`config.mk`:
```
export PLATFORM = sky130hd
export DESIGN_NAME = serial_add_ctrl
export DESIGN_NICKNAME = d
export VERILOG_FILES = /design/src/rtl/serial_add_ctrl_pkg.sv /design/src/rtl/serial_add_ctrl_fa_cell.sv /design/src/rtl/serial_add_ctrl.sv
export SDC_FILE = /design/constraint.sdc
export NUM_CORES = 1
export LEC_CHECK = 0
export ABC_AREA = 1
export BUFFER_PORTS_ARGS = -buffer_cell sky130_fd_sc_hd__buf_2
export CORE_ASPECT_RATIO = 0.5
export CORE_MARGIN = 1
export CORE_UTILIZATION = 54
export CTS_CLUSTER_SIZE = 20
export DETAILED_ROUTE_END_ITERATION = 7
export PLACE_DENSITY_LB_ADDON = 0.15
export SLEW_MARGIN = 20
export SYNTH_ARGS = -nofsm -noshare
export SYNTH_HDL_FRONTEND = slang
export SYNTH_SLANG_ARGS = --single-unit
```
`constraint.sdc`:
```
create_clock -name clk -period 1.9 [get_ports clk]
set_clock_uncertainty 0.2 [all_clocks]
set_input_delay 0.285 -clock clk [delete_from_list [all_inputs] [get_ports clk]]
set_output_delay 0.285 -clock clk [all_outputs]
set_load 0.02 [all_outputs]
```
`src/rtl/serial_add_ctrl_pkg.sv`:
```
// serial_add_ctrl_pkg: shared FSM encodings and sizing helper for the serial adder
package serial_add_ctrl_pkg;
    localparam int ST_W = 2;
    localparam logic [ST_W-1:0] ST_IDLE = 2'd0;
    localparam logic [ST_W-1:0] ST_RUN  = 2'd1;
    localparam logic [ST_W-1:0] ST_DONE = 2'd2;
    function automatic int cnt_w(input int w);
        return (w > 1) ? $clog2(w) : 1;
    endfunction
endpackage

```
`src/rtl/serial_add_ctrl_fa_cell.sv`:
```
// fa_cell: combinational 1-bit full adder shared across all bit steps
module fa_cell (
    input  logic a,
    input  logic b,
    input  logic c,
    output logic s,
    output logic cout
);
    assign s    = a ^ b ^ c;
    assign cout = (a & b) | (a & c) | (b & c);
endmodule

```
`src/rtl/serial_add_ctrl.sv`:
```
// serial_add_ctrl: bit-serial adder, one full-adder step per clock, LSB first
module serial_add_ctrl
    import serial_add_ctrl_pkg::*;
#(
    parameter int WIDTH = 8
) (
    input  logic             clk,
    input  logic             rst_n,
    input  logic             start,
    input  logic [WIDTH-1:0] a,
    input  logic [WIDTH-1:0] b,
    input  logic             cin,
    output logic             busy,
    output logic             done,
    output logic [WIDTH-1:0] sum,
    output logic             cout
);
    localparam int CW = cnt_w(WIDTH);
    logic [ST_W-1:0]  state;
    logic [WIDTH-1:0] a_sh, b_sh, sum_sh, sum_nx;
    logic [CW-1:0]    cnt;
    logic             carry, s, co, last;
    fa_cell u_fa (.a(a_sh[0]), .b(b_sh[0]), .c(carry), .s(s), .cout(co));
    assign sum_nx = WIDTH'({s, sum_sh} >> 1);
    assign last   = cnt == CW'(WIDTH - 1);
    assign busy   = state == ST_RUN;
    assign done   = state == ST_DONE;
    // sequencer: capture on start, step the cell while running, latch result on the last step
    always_ff @(posedge clk) begin
        if (!rst_n) begin
            state  <= ST_IDLE;
            a_sh   <= '0;
            b_sh   <= '0;
            sum_sh <= '0;
            carry  <= 1'b0;
            cnt    <= '0;
            sum    <= '0;
            cout   <= 1'b0;
        end else begin
            case (state)
                ST_IDLE, ST_DONE: begin
                    if (start) begin
                        a_sh  <= a;
                        b_sh  <= b;
                        carry <= cin;
                        cnt   <= '0;
                        state <= ST_RUN;
                    end else begin
                        state <= ST_IDLE;
                    end
                end
                ST_RUN: begin
                    carry  <= co;
                    sum_sh <= sum_nx;
                    a_sh   <= a_sh >> 1;
                    b_sh   <= b_sh >> 1;
                    cnt    <= cnt + 1'b1;
                    if (last) begin
                        state <= ST_DONE;
                        sum   <= sum_nx;
                        cout  <= co;
                    end
                end
                default: state <= ST_IDLE;
            endcase
        end
    end
endmodule

```
==> flow_summary.ini <==
[global_routing]
grt_max_degree = 28
overflow = 0
grt_pass1_vias = 1370
grt_pass1_wl_mm = 6.09
antenna_found_initial = 0
grt_usage_pct = 21.9

[routing]
wl_mm = 3.50
wl_met1_mm = 1.81
viasPerCell = 4.95
ant_nets = 0
highest-signal-layer = met4
met2_length_mm = 1.53
drt_iter0_markers = 71
wire_per_inst_um = 11.0
drtPass1Iterations = 4
route.detailed.drc = 0
vias = 1585
dr_wl_met3_um = 161

[layout]
fin_nets = 302
multiInputGateArea_um2 = 766
syn_to_final_growth_pct = 14.7
fill_cells = 288
fin_area_mm2 = 0.00202
seq_area_um2 = 761
stdcell_count = 320
drive_above_1_share_pct = 17.1
diodes = 0

[sta]
fmax_mhz = 569
rsz0062_at_grt = false
max_slew_margin_pct = 68.8
period_share_pct = 92.5
slew_violations = 0
tns_ns = 0
fin_crit_ns = 1.76
setup_slack_ns = 0.143
setup_viol = 0
hold_viol_final = 0
tightest_slew_ns = 0.467

[yosys]
synth_fa_ha_area_share_pct = 2.56
syn_inst = 252
synth-simple-area-share_pct = 35.8
yosys.area.top_type_share_pct = 43.2
syn_area_per_cell_um2 = 7.00
synth_seq_area_share_pct = 43.2
synth-compound-area-share_pct = 5.11
synth_mux_area_share_pct = 0
synthXorXnorAreaFrac_pct = 0
synth_fp_nets = 275
mappedNetlistArea_mm2 = 0.00176
yosysUniqueCellTypes = 18
synth_warnings = 0
synth_top_family_by_area = simple AND/OR/NAND/NOR gates
yosysTopAreaCell = dfxtp_1
synth_area_leaders = dfxtp_1 (43%), nand3_1 (12%), nand2_1 (11%), inv_1 (7.0%), nor2_1 (6.4%)
ys_seq_elements = 38

[setup_path]
path_max_fanout = 18
r2r_start = cnt[0]
startpoint = state[0]
rrSetupSlack_ns = 0.29
crit_path_start_kind = register
arrival_ns = 1.27
required_ns = 1.41
critPathKind = register to output pin
endpoint_kind = output pin
endpoint = busy
reg2reg_to = cout
reg2regPathDepth = 5

[clock_network]
cts_buffers = 5
clock_tree.root_cell = clkbuf_8
cts_htree_levels = 2
tritoncts = yes
ctsResizeCount = 0
max-clock-path-buffers = 2
cts_sinks = 38
post_cts_buffers = 0
clk_latency_ns = 0.29
clk_pin_slew_worst_paths_ns = 0.08
hold_buffers = 0

[min_path]
hold_depth = 3
hold_class = input port to register

[placement]
dp_cells = 312
place_ws_ns = 0.325
gp_congestion = 0.763
hpwl_mm = 2.38
dpl_cell_area_mm2 = 0.00191
place.port_buffers = 30

[die]
dieArea_mm2 = 0.00351
coreArea_mm2 = 0.00305
die_w_um = 82.8
initial_core_util_pct = 57.8
rows = 14
die_height_um = 42.4
ioPinCount = 31

[power]
ir_drop_mv = 0.544
powerDensity_mw_per_mm2 = 909
p_leak_uw = 0.00103

[run]
max_cap_violations = 0

[status]
status = completed
-- synthesized netlist by cell type --
master    count
fa_1          1
nand2_2       2
clkbuf_1      2
o21ai_0       8
nor2_4        1
buf_2         6
nand2_1      51
buf_6         4
nor3_1       15
ha_1          2
buf_4         3
nand3b_1      3
dfxtp_1      38
nor2_1       30
inv_1        33
nand3_1      41
a21oi_1      10
inv_2         2
-- sequential cells by signal, indices dropped and copies added (netlist names) --
name    flops
a_sh        8
state       2
cnt         3
b_sh        8
cout        1
sum         8
carry       1
sum_sh      7
-- layer usage --
metal | global-route usage (%) | vias to the layer above
li1 | - | 840
met1 | 29.2 | 710
met2 | 33.9 | 33
met3 | 8.27 | 2
met4 | 5.17 | 0
met5 | 0 | -
-- cell type report --
cell class                      count  share of cell area [%]
Tap cell                           40                    2.48
Clock inverter                      3                    2.23
Multi-Input combinational cell    164                    37.9
Inverter                           35                    6.50
Clock buffer                        5                    3.40
Sequential cell                    38                    37.6
Timing Repair Buffer               35                    9.90
-- how the worst min path moves through the flow --
stage / startpoint / to
3_5_place_dp: sum[0] / sum[0]
4_1_cts: cin / carry
6_report: cin / carry
5_1_grt: b[5] / b_sh[5]
3_3_place_gp: sum[2] / sum[2]
2_1_floorplan: a[3] / a_sh[3]
-- critical path: stages, from the launching register on --
cell     delay [ns]
dfxtp_1        0.37
inv_2          0.07
nor2_4         0.30
buf_2          0.24
-- cell families (layout without fill, tap and decap cells) --
group,Yosys count,count (layout)
adder cells (fa/ha/maj),3,3
flip-flops,38,38
AO/OA/AOI/OAI,18,18
buffers and inverters,50,78
AND/OR/NAND/NOR,143,143
-- where the power goes --
group / internal, uW / switching, uW
logic: 110 / 165
registers: 852 / 27.3
clock network: 390 / 294
total: 1350 / 486
-- through the flow --
| stage | hold WS, ns | power, uW | utilization [%] |
|---|---|---|---|
| global placement | 0.247 | 1170 | 62.6 |
| CTS | 0.0122 | 1860 | 66.3 |
| global route | 0.0125 | 1940 | 66.3 |
| finish | 0.0193 | 1840 | 66.3 |
| detailed placement | 0.252 | 1170 | 62.6 |
| floorplan | 0.227 | 1110 | - |
-- cells in the final DEF, fill, tap and decap left out, drive strengths merged, types with 3 or more instances in the layout --
cell    instances
nand2          53
nand3          41
dfxtp          38
inv            35
buf            35
nor2           31
nor3           15
a21oi          10
o21ai           8
clkbuf          5
nand3b          3
No activity file was read; power rests on OpenSTA's default activity.
